$ cat config.mk
export PLATFORM = sky130hd
export DESIGN_NAME = snoop_mem_responder
export DESIGN_NICKNAME = d
export VERILOG_FILES = /design/src/rtl/snoop_mem_responder.sv
export SDC_FILE = /design/constraint.sdc
export NUM_CORES = 1
export LEC_CHECK = 0
export ABC_AREA = 1
export CORE_MARGIN = 5
export CORE_UTILIZATION = 30
export CTS_BUF_LIST = sky130_fd_sc_hd__clkbuf_4 sky130_fd_sc_hd__clkbuf_8 sky130_fd_sc_hd__clkbuf_16
export CTS_CLUSTER_DIAMETER = 30
export CTS_CLUSTER_SIZE = 25
export DETAILED_ROUTE_END_ITERATION = 16
export SLEW_MARGIN = 0
export SYNTH_ARGS = -nofsm -noshare
export SYNTH_HDL_FRONTEND = slang
export SYNTH_SLANG_ARGS = --single-unit
$ cat constraint.sdc
create_clock -name clock -period 1.3 [get_ports clock]
set_input_delay 0.26 -clock clock [delete_from_list [all_inputs] [get_ports clock]]
set_output_delay 0.26 -clock clock [all_outputs]
set_load 0.1 [all_outputs]
$ cat src/rtl/snoop_mem_responder.sv
// snoop_mem_responder
//
// Memory-side responder on a shared snoop bus. A read_miss from a CPU opens
// a snoop window in which another cache may answer (read_miss_retorno). If
// nobody does, the memory waits out its access latency and drives the line
// back on bus_out until the arbiter grants the bus. Writebacks update the
// 2 x 3-bit line store on any cycle, in any state.
//
// Ports
//   clock      single clock, rising edge
//   reset_n    synchronous active-low reset
//   bus_in     [10] from CPU, [9:8] CPU id, [7] wb valid, [6] wb tag,
//              [5:4] message, [3] tag, [2:0] data
//   bus_grant  arbiter grant; response is consumed when high in RESP
//   bus_out    memory response, same layout as bus_in (zero when not in RESP)
//   busy       high whenever the FSM is not IDLE
//   overrun    one-cycle pulse after a read_miss is dropped
//
// state  | meaning
// -------+------------------------------------------------------------
// IDLE   | waiting for a read_miss
// SNOOP  | snoop window open; a matching cache reply aborts the request
// ACCESS | memory access latency; aborts are no longer honoured
// RESP   | response on bus_out, held until bus_grant

module snoop_mem_responder #(
    parameter int unsigned LATENCY      = 2,
    parameter int unsigned SNOOP_WINDOW = 1,
    parameter logic [2:0]  MEM_INIT0    = 3'b000,
    parameter logic [2:0]  MEM_INIT1    = 3'b000
) (
    input  logic        clock,
    input  logic        reset_n,
    input  logic [10:0] bus_in,
    input  logic        bus_grant,
    output logic [10:0] bus_out,
    output logic        busy,
    output logic        overrun
);

    localparam logic [1:0] MSG_RETORNO   = 2'b01;
    localparam logic [1:0] MSG_READ_MISS = 2'b11;

    localparam logic [2:0] SNOOP_LOAD = 3'(SNOOP_WINDOW);
    localparam logic [2:0] LAT_LOAD   = 3'(LATENCY);

    typedef enum logic [1:0] {
        ST_IDLE,
        ST_SNOOP,
        ST_ACCESS,
        ST_RESP
    } state_t;

    state_t      state;
    logic [2:0]  cnt;
    logic [1:0]  cap_id;
    logic        cap_tag;
    logic        resp_valid;
    logic [2:0]  mem [2];

    logic        in_from_cpu;
    logic [1:0]  in_id;
    logic        wb_valid;
    logic        wb_tag;
    logic [1:0]  in_msg;
    logic        in_tag;
    logic [2:0]  in_data;

    logic        is_read_miss;
    logic        is_abort;
    logic        wb_hits_resp;
    logic [2:0]  resp_data;

    assign in_from_cpu = bus_in[10];
    assign in_id       = bus_in[9:8];
    assign wb_valid    = bus_in[7];
    assign wb_tag      = bus_in[6];
    assign in_msg      = bus_in[5:4];
    assign in_tag      = bus_in[3];
    assign in_data     = bus_in[2:0];

    assign is_read_miss = (in_msg == MSG_READ_MISS) && !in_from_cpu;

    // A cache-to-cache reply cancels our request only if it answers the
    // exact requester and line we captured.
    assign is_abort = (in_msg == MSG_RETORNO) && in_from_cpu &&
                      (in_id == cap_id) && (in_tag == cap_tag);

    // A writeback landing on the responded line in a RESP cycle must be seen
    // on the bus that same cycle, so the data field bypasses the store.
    assign wb_hits_resp = wb_valid && (wb_tag == cap_tag);
    assign resp_data    = wb_hits_resp ? in_data : mem[cap_tag];

    assign bus_out = resp_valid ?
                     {1'b0, cap_id, 1'b0, 1'b0, MSG_RETORNO, cap_tag, resp_data} :
                     11'd0;

    // Counters hold the number of cycles left in the current phase,
    // including the present one, so the terminal count is 1: SNOOP lasts
    // SNOOP_WINDOW cycles and ACCESS lasts LATENCY cycles.
    always_ff @(posedge clock) begin
        if (!reset_n) begin
            state      <= ST_IDLE;
            cnt        <= 3'd0;
            cap_id     <= 2'd0;
            cap_tag    <= 1'b0;
            resp_valid <= 1'b0;
            busy       <= 1'b0;
            overrun    <= 1'b0;
            mem[0]     <= MEM_INIT0;
            mem[1]     <= MEM_INIT1;
        end else begin
            if (wb_valid) begin
                mem[wb_tag] <= in_data;
            end

            // Any read_miss outside IDLE is dropped, including the cycle a
            // response is granted.
            overrun <= is_read_miss && (state != ST_IDLE);

            case (state)
                ST_IDLE: begin
                    if (is_read_miss) begin
                        cap_id  <= in_id;
                        cap_tag <= in_tag;
                        cnt     <= SNOOP_LOAD;
                        busy    <= 1'b1;
                        state   <= ST_SNOOP;
                    end
                end

                ST_SNOOP: begin
                    if (is_abort) begin
                        cnt   <= 3'd0;
                        busy  <= 1'b0;
                        state <= ST_IDLE;
                    end else if (cnt <= 3'd1) begin
                        cnt   <= LAT_LOAD;
                        state <= ST_ACCESS;
                    end else begin
                        cnt <= cnt - 3'd1;
                    end
                end

                ST_ACCESS: begin
                    if (cnt <= 3'd1) begin
                        cnt        <= 3'd0;
                        resp_valid <= 1'b1;
                        state      <= ST_RESP;
                    end else begin
                        cnt <= cnt - 3'd1;
                    end
                end

                ST_RESP: begin
                    if (bus_grant) begin
                        resp_valid <= 1'b0;
                        busy       <= 1'b0;
                        state      <= ST_IDLE;
                    end
                end

                default: begin
                    cnt        <= 3'd0;
                    resp_valid <= 1'b0;
                    busy       <= 1'b0;
                    state      <= ST_IDLE;
                end
            endcase
        end
    end

endmodule

==> metrics.csv <==
stage,metric,value,unit
setup_path,critical path type,reg2out,
timing,setup violators final,5,
logic_synthesis,top post-synthesis cells by area,"dfxtp_1 21%, edfxtp_1 16%, nand2_1 12%, ha_1 7.6%, inv_1 7.1%",
power,Max VDD drop,0.00148,V
placement,GPL Wtd Cong,0.799,
setup_path,Critical Path End Type,primary output,
min_path,Hold Path Stages,3,
timing,post-route setup TNS,-0.895,ns
timing,Final Skew,0.00145,ns
clock_tree,clock sink total,18,
route,drt pass-1 iters,4,
timing,Max Clock Freq,626,MHz
finish,Area Growth Syn to Fin,72.5,%
finish,fin cells,252,
route,post-DR wirelength/cell,11.1,um
clock_tree,hold_buf cts,0,
logic_synthesis,dominant cell type by area after synthesis,dfxtp_1,
logic_synthesis,Post-Syn Area,1160,um^2
logic_synthesis,synth cell count leaders,"36 x nand2_1, 22 x inv_1, 12 x dfxtp_1, 12 x nor2_1, 10 x a21oi_1",
floorplan,Initial Util,0.312,
grt,total track usage,0.103,
logic_synthesis,"Distinct cells, synth",26,
setup_path,Required @ worst endpoint,1.04,ns
clock_tree,cts bufs inserted,3,
clock_tree,Worst-path clk slew,0.07,ns
setup_path,Crit-path slowest cell,dfxtp_2,
grt,largest net degree at the start of global routing,11,
logic_synthesis,Synth warnings,0,
logic_synthesis,adder-cell share of the synthesized area,0.0755,
route,ANT nets after route,0,
logic_synthesis,post-synthesis compound-gate area fraction,0.126,
timing,fin crit period,1.60,ns
finish,# diodes,0,
setup_path,reg-to-reg startpoint,cnt[1],
route,DRC,0,
logic_synthesis,Synth Area in Simple Gates,0.289,
timing,period utilisation layout,1.23,
floorplan,core area,3720,um^2
logic_synthesis,post-synthesis sequential area ratio,0.362,
timing,post-route setup slack,-0.297,ns
timing,RSZ-0062 raised after global routing,true,
placement,Port-buffer cells,22,
finish,layout cell share with drive strength beyond 1,0.480,
setup_path,"Cell Chain, Critical Path","xnor2_2, nand2_4, o21ai_4, a31oi_4, buf_12",
logic_synthesis,Post-synth top flop,dfxtp_1,
logic_synthesis,Syn Area/Cell,7.48,um^2
placement,dpl hpwl,2180,um
grt,number of global-route vias before repair,1072,
logic_synthesis,share of flip-flops with an asynchronous set or reset,0,
run,Max Cap Viol,0,
setup_path,worst setup path start,cap_tag,
floorplan,Rows,22,
setup_path,Critical Path AT,1.34,ns
clock_tree,later-pin clock latency in the skew report,0.25,ns
logic_synthesis,Yosys reg bits,18,
clock_tree,CTS tree,done,
status,failing checks,negative setup slack,
route,vias per cell,4.42,
grt,global-route wire length before repair,4360,um
route,DR iter-0 viols,47,
clock_tree,H-Tree Depth,1,
timing,final hold viol count,0,
power,Power Density,1610,nW/um^2
logic_synthesis,"EDFF count, synth",6,
logic_synthesis,xor-xnor portion of the synthesized cell area,0.0151,
floorplan,Die Wd,72.2,um
placement,placed cells,242,
logic_synthesis,mux share of post-synthesis cell area,0,
floorplan,die area,5210,um^2
grt,initial antenna violation count,0,
clock_tree,clock buffer depth,2,
setup_path,CP peak stage delay,0.33,ns
setup_path,Startpoint Class,flop,
finish,NumNets Final,226,
setup_path,crit path max fanout,6,
timing,max-slew violations,0,
min_path,Hold Crit Class,in2reg,
min_path,HP Start,bus_in[9],
status,status,"finished, violations left",
floorplan,Boundary Pins,27,
logic_synthesis,Syn Inst Count,155,
logic_synthesis,Synth top area share,0.207,
logic_synthesis,largest family of logic cells by synthesized area,simple AND/OR/NAND/NOR gates,
power,P_leak,0.000924,uW
grt,grt total ovfl,0,
logic_synthesis,top-count cell post-synth,nand2_1,
placement,Setup WS pre-CTS,-0.470,ns
floorplan,Die H,72.2,um
route,total wire length,2800,um
route,via count,1113,
clock_tree,clk root buf,clkbuf_8,
setup_path,R2R cell count,8,
finish,fin util,0.538,
-- critical path, delay by kind of cell, from the launching register on --
kind | cells | cell delay (ns)
flip-flops | 1 | 0.33
XOR/XNOR | 1 | 0.14
AND/OR/NAND/NOR | 1 | 0.17
buffers and inverters | 1 | 0.19
AO/OA/AOI/OAI | 2 | 0.24
-- placed cells by master, fill, tap and decap left out, drive strengths merged, types with 2 or more instances in the layout --
cell / count
a21oi: 11
a31oi: 4
buf: 35
clkbuf: 4
clkdlybuf4s50: 5
clkinvlp: 3
conb: 4
dfxtp: 12
dlygate4sd2: 2
dlymetal6s2s: 6
edfxtp: 6
ha: 7
inv: 23
nand2: 42
nand3: 9
nor2: 15
nor3: 2
o2111ai: 2
o21ai: 6
xnor2: 2
-- power by group --
part	internal (uW)	total, uW	leakage [uW]	switching, uW
registers	692	779	0.000160	86.3
logic	854	2010	0.000737	1160
clock network	239	433	0.0000262	194
-- per-stage QoR --
step	area [um^2]	hold WS [ns]	total power (uW)
after floorplan	1250	0.444	1890
after global placement	1730	0.459	2370
after detailed placement	1730	0.483	2410
after CTS	1840	0.494	2920
after global routing	2000	0.407	3420
final	2000	0.374	3220
-- cell families after synthesis --
logic type,count (synthesis)
other,1
DFF,18
and+or+nand+nor,70
buffers and inverters,33
xor gates and xnor gates,2
AOI/OAI and AO/OA,24
adders and majority gates,7
-- final cells by class --
class	count	area, um^2
Clock buffer	4	48.8
Fill cell	333	1720
Inverter	27	120
Multi-Input combinational cell	107	816
Sequential cell	18	430
Tap cell	48	60.1
Timing Repair Buffer	48	526
-- final timing paths --
path / end / slack (ns)
worst max-delay path: bus_out[0] / -0.30
worst min-delay path: cap_id[1] / 0.37
worst max register to register: flop / 0.04
worst min register to register: cap_id[1] / 0.49
-- what timing repair did --
action | in CTS | in global routing
setup buffers | 1 | 6
gates resized for setup | 16 | 39
cloned | 0 | 0
pin swaps | 6 | 7
setup endpoints to repair | 15 | 18
-- metal layers --
metal	part of all wire	global-route usage
met1	0.43	0.124
met5	0	0
met3	0.040	0.0111
met2	0.52	0.182
met4	0.015	0.0501
No activity file was read; power rests on OpenSTA's default activity.
